--- config.mk ---
export PLATFORM = sky130hd
export DESIGN_NAME = fifo_uart_tx_sched
export DESIGN_NICKNAME = d
export VERILOG_FILES = /design/src/rtl/fifo_uart_tx_sched.sv
export SDC_FILE = /design/constraint.sdc
export NUM_CORES = 1
export LEC_CHECK = 0
export ABC_CLOCK_PERIOD_IN_PS = 2600
export CAP_MARGIN = 10
export CORE_ASPECT_RATIO = 1.4
export CORE_MARGIN = 8
export CORE_UTILIZATION = 25
export DETAILED_ROUTE_END_ITERATION = 8
export GPL_TIMING_DRIVEN = 0
export PLACE_DENSITY_LB_ADDON = 0.25
export RECOVER_POWER = 25
export SKIP_LAST_GASP = 1
export SYNTH_ARGS = -nofsm -noshare
export SYNTH_HDL_FRONTEND = slang
export SYNTH_SLANG_ARGS = --single-unit
--- constraint.sdc ---
create_clock -name clk_in -period 2.6 [get_ports clk_in]
set_clock_uncertainty 0.2 [all_clocks]
set_input_delay 0.52 -clock clk_in [delete_from_list [all_inputs] [get_ports clk_in]]
set_output_delay 0.52 -clock clk_in [all_outputs]
set_load 0.02 [all_outputs]
--- src/rtl/fifo_uart_tx_sched.sv ---
// UART transmit scheduler: pops bytes from a FIFO and serialises them LSB-first as 8N1,
// with a shared oversample tick. Define FIFO_UART_TX_SCHED_PARITY_EN for 8E1 framing.
module fifo_uart_tx_sched #(
  parameter int CLK_IN     = 120000000,
  parameter int BAUD       = 9600,
  parameter int OVERSAMPLE = 16
) (
  input  logic       clk_in,
  input  logic       rst,
  input  logic       tx_en,
  input  logic       fifo_empty,
  input  logic [7:0] fifo_dout,
  output logic       fifo_rd_en,
  output logic       tx,
  output logic       busy,
  output logic       tick,
  output logic       done
);

  localparam int DIV   = CLK_IN / (BAUD * OVERSAMPLE);
  localparam int DIV_W = (DIV < 2) ? 1 : $clog2(DIV);
  localparam int OS_W  = (OVERSAMPLE < 2) ? 1 : $clog2(OVERSAMPLE);
  localparam logic [DIV_W-1:0] DIV_LAST = DIV_W'(DIV - 1);
  localparam logic [OS_W-1:0]  OS_LAST  = OS_W'(OVERSAMPLE - 1);

  generate
    if (DIV < 2) begin : g_bad_div
      $error("fifo_uart_tx_sched: CLK_IN/(BAUD*OVERSAMPLE) must be at least 2");
    end
    if (OVERSAMPLE < 2) begin : g_bad_os
      $error("fifo_uart_tx_sched: OVERSAMPLE must be at least 2");
    end
  endgenerate

`ifdef FIFO_UART_TX_SCHED_PARITY_EN
  typedef enum logic [2:0] {S_IDLE, S_FETCH, S_START, S_DATA, S_PARITY, S_STOP} state_e;
`else
  typedef enum logic [2:0] {S_IDLE, S_FETCH, S_START, S_DATA, S_STOP} state_e;
`endif

  state_e            state_q, state_d;
  logic [DIV_W-1:0]  div_cnt_q, div_cnt_d;
  logic [OS_W-1:0]   bit_cnt_q, bit_cnt_d;
  logic [2:0]        idx_q, idx_d;
  logic [7:0]        shift_q, shift_d;
  logic              tx_q, tx_d;
  logic              busy_q, busy_d;
  logic              tick_q, tick_d;
  logic              done_q, done_d;
  logic              bit_end;
`ifdef FIFO_UART_TX_SCHED_PARITY_EN
  logic              parity_q, parity_d;
`endif

  // The pop strobe must land in the same IDLE cycle the request is seen, so it is a
  // decode of state plus live inputs; reset blocks it so no byte is popped under reset.
  assign fifo_rd_en = !rst && (state_q == S_IDLE) && tx_en && !fifo_empty;
  assign busy       = busy_q || fifo_rd_en;
  assign tx         = tx_q;
  assign tick       = tick_q;
  assign done       = done_q;

  // tick_q always mirrors (div_cnt_q == DIV_LAST), so it doubles as the internal enable.
  assign bit_end = tick_q && (bit_cnt_q == OS_LAST);

  always_comb begin
    // NOTE: every signal gets a default here so no path leaves it unassigned (no latches).
    state_d   = state_q;
    div_cnt_d = (div_cnt_q == DIV_LAST) ? '0 : div_cnt_q + 1'b1;
    bit_cnt_d = bit_cnt_q;
    idx_d     = idx_q;
    shift_d   = shift_q;
`ifdef FIFO_UART_TX_SCHED_PARITY_EN
    parity_d  = parity_q;
`endif

    if (state_q != S_IDLE && state_q != S_FETCH && tick_q) begin
      bit_cnt_d = bit_end ? '0 : bit_cnt_q + 1'b1;
    end

    case (state_q)
      S_IDLE: begin
        if (fifo_rd_en) state_d = S_FETCH;
      end
      S_FETCH: begin
        shift_d   = fifo_dout;
`ifdef FIFO_UART_TX_SCHED_PARITY_EN
        parity_d  = ^fifo_dout;
`endif
        div_cnt_d = '0;  // start bit begins on tick phase 0
        bit_cnt_d = '0;
        idx_d     = '0;
        state_d   = S_START;
      end
      S_START: begin
        if (bit_end) begin
          idx_d   = '0;
          state_d = S_DATA;
        end
      end
      S_DATA: begin
        if (bit_end) begin
          shift_d = shift_q >> 1;
          idx_d   = idx_q + 3'd1;
          if (idx_q == 3'd7) begin
`ifdef FIFO_UART_TX_SCHED_PARITY_EN
            state_d = S_PARITY;
`else
            state_d = S_STOP;
`endif
          end
        end
      end
`ifdef FIFO_UART_TX_SCHED_PARITY_EN
      S_PARITY: begin
        if (bit_end) state_d = S_STOP;
      end
`endif
      S_STOP: begin
        if (bit_end) state_d = S_IDLE;
      end
      default: state_d = S_IDLE;
    endcase

    // Outputs are computed from next-state values so the registered copies line up with state_q.
    case (state_d)
      S_START: tx_d = 1'b0;
      S_DATA:  tx_d = shift_d[0];
`ifdef FIFO_UART_TX_SCHED_PARITY_EN
      S_PARITY: tx_d = parity_d;
`endif
      default: tx_d = 1'b1;
    endcase

    busy_d = (state_d != S_IDLE);
    tick_d = (div_cnt_d == DIV_LAST);
    done_d = (state_d == S_STOP) && (div_cnt_d == DIV_LAST) && (bit_cnt_d == OS_LAST);
  end

  // NOTE: state registers use non-blocking assignments so every flop samples pre-edge values.
  always_ff @(posedge clk_in) begin
    if (rst) begin
      state_q   <= S_IDLE;
      div_cnt_q <= '0;
      bit_cnt_q <= '0;
      idx_q     <= '0;
      shift_q   <= '0;
      tx_q      <= 1'b1;
      busy_q    <= 1'b0;
      tick_q    <= 1'b0;
      done_q    <= 1'b0;
`ifdef FIFO_UART_TX_SCHED_PARITY_EN
      parity_q  <= 1'b0;
`endif
    end else begin
      state_q   <= state_d;
      div_cnt_q <= div_cnt_d;
      bit_cnt_q <= bit_cnt_d;
      idx_q     <= idx_d;
      shift_q   <= shift_d;
      tx_q      <= tx_d;
      busy_q    <= busy_d;
      tick_q    <= tick_d;
      done_q    <= done_d;
`ifdef FIFO_UART_TX_SCHED_PARITY_EN
      parity_q  <= parity_d;
`endif
    end
  end

endmodule

==> metrics <==
outcome completed; routability cong. approximately 0.78; Tmin final roughly 2500 ps; die outline width about 84 um; worst r2r src bit_cnt_q[0]; Worst-Skew Late Latency between 200 and 300 ps; grt total ovfl 0; RSZ-0062 raised after global routing false; H-tree depth 2; Post-synth EDFFs 0; pin count of the biggest net entering global routing 11; Critical Path AT around 1700 ps; core area ~6300 sq um; Final #Nets 224; die area slightly above 9000 sq um; Setup crit end kind output pin; crit path launch rst; Yosys cell types 46; # IOs 17; CP Data Required Time approximately 1900 ps; max_cap viols 0; crit-path leading delay family buffers and inverters; Final Hold Fails 0; Cell Rows 34; I/O Buffers 16; final setup fails 0; CTS Buf Count 5; worst slew pin tran 633 ps; Avg Vias per Cell between 4 and 5; Initial Util 0.259; crit-path cells dlygate4sd2_1 -> clkbuf_8 -> nor4b_2 -> nand2_1 -> inv_1 -> clkdlybuf4s15_2; R2R Path End shift_q[7]; CP peak stage delay roughly 300 ps; Crit. path cell count 6; cts-stage hold buffer count 0; worst IR drop on VDD between 200 and 300 uV; Synth Register Bits 32; Syn. warnings 0; # diodes 0; root buffer cell clkbuf_8; Max-slew headroom 0.578; number of global-route vias before repair 1313; mapped cell area between 1500 and 2000 sq um; Post-Syn Instances about 180; Synth Flop Type dfxtp_1; startpoint types input pin; die height 111 um; Buffers & Inverters on Critical Path 4; CTS sink cnt 32; initial DRC count between 60 and 70; WL final between 3000 and 4000 um; Post-DRT Antenna Nets 0; Lkg Pwr approximately 0.76 nW; syn avg cell area between 8 and 9 sq um; wire per inst between 10 and 15 um; Post-route DRC 0; Final HPWL DP 2630 um; hold depth 2; fmax approximately 410 MHz; slowest CP cell dlygate4sd2_1; Worst Setup EP fifo_rd_en; Worst Path Max Fanout 10; Final Max Tran Viols 0; sequential share of the synthesized area 0.396; Max Root-Sink Buffers 2; DRT Pass-1 Iters 4; gr usage total 0.0809; worst r2r path cells 5; Power Total around 1 mW; Synth-to-Final Area Change 21.0%; async set or reset register ratio after synthesis 0; layout cell share with drive strength beyond 1 0.125; WHS ~280 ps; vias around 1300; Net Count, Synth around 200; initial antenna violation count 0; Reg2Reg Setup Slack 430 ps; first-pass GRT wire length approximately 6000 um; commonest non-fill, non-tap cell in the layout nor2_1; Crit Path Category in -> out; final core occ 0.313; Worst-path clk slew roughly 60 ps; worst min-delay path class reg -> reg; pwr dens roughly 500 nW/um^2; most frequent cells in the layout nor2_1 (35), dfxtp_1 (32), clkdlybuf4s50_1 (13), nand2_1 (10); CTS tree done; Tcrit/Tclk final 0.946
-- what timing repair did --
item                                    CTS  global route
resized for setup                        10             2
endpoints found under the setup margin    2             2
setup buffers                             0             0
pin swaps                                 0             0
-- synthesized netlist by cell type (all sizes together) (3+ instances only) --
cell	number	area (sq um)
nand3	9	50.1
dfxtp	32	641
nor2b	5	31.3
clkbuf	3	21.3
nor2	37	163
nand2b	5	31.3
o21ai	5	25.0
mux2i	3	30.0
nor3	5	36.3
inv	5	18.8
nand2	10	37.5
xnor2	6	52.6
a21oi	6	30.0
a22oi	4	30.0
xor2	3	26.3
and4	3	28.8
buf	5	37.5
nor4	6	37.5
ha	5	62.6
-- worst min-delay path, cell delays in order (launching register included) --
cell	delay, ps
dfxtp_1	310
nand2b_1	70
a21oi_1	60
-- sequential cells by signal, indices dropped and copies added (netlist names) --
register / flops
bit_cnt_q: 4
busy_q: 1
div_cnt_q: 10
done: 1
idx_q: 3
shift_q: 8
state_q: 3
tick: 1
tx: 1
-- layout make-up --
class	count	area (sq um)
Inverter	5	18.8
Timing Repair Buffer	16	155
Clock inverter	2	10.0
Multi-Input combinational cell	139	900
Sequential cell	32	641
Tap cell	72	90.1
Buffer	8	60.1
Fill cell	656	4300
Clock buffer	6	82.6
-- kinds of logic after synthesis --
family | synth area share
AOI/OAI and AO/OA | 0.126
xor gates and xnor gates | 0.0487
DFF | 0.396
adders and majority gates | 0.0387
and+or+nand+nor | 0.324
buffers and inverters | 0.0479
muxes | 0.0186
-- per-layer routing --
metal  GRT usage  up-vias  share of wire
li1            -      692              -
met3      0.0279        8          0.040
met4      0.0347        0          0.018
met2       0.139       20           0.49
met5           0        -              0
met1      0.0868      602           0.45
-- worst min-delay path by stage --
stage / startpoint / end / slack [ps]
after global routing: shift_q[6] / shift_q[6] / 320
after detailed placement: div_cnt_q[0] / div_cnt_q[0] / 270
after global placement: div_cnt_q[0] / div_cnt_q[0] / 260
after floorplan: div_cnt_q[0] / div_cnt_q[0] / 240
final: shift_q[7] / shift_q[7] / 280
after CTS: shift_q[7] / shift_q[7] / 280
-- power by group --
group / total (mW) / switching (mW) / leakage (nW) / internal (mW)
logic: 0.0838 / 0.0437 / 0.453 / 0.0402
registers: 0.510 / 0.00879 / 0.259 / 0.501
clock network: 0.403 / 0.191 / 0.0510 / 0.211
-- through the flow --
| step | setup WS, ps | instance area, sq um | TNS (ps) | instances |
|---|---|---|---|---|
| after floorplan | 583 | 1620 | 0 | 184 |
| after global placement | -798 | 1870 | -1570 | 272 |
| after detailed placement | -707 | 1870 | -1380 | 272 |
| after CTS | 26.2 | 1970 | 0 | 280 |
| after global routing | 23.4 | 1960 | 0 | 280 |
| final | 140 | 1960 | 0 | 280 |
Power figures use the tool's default switching activity.
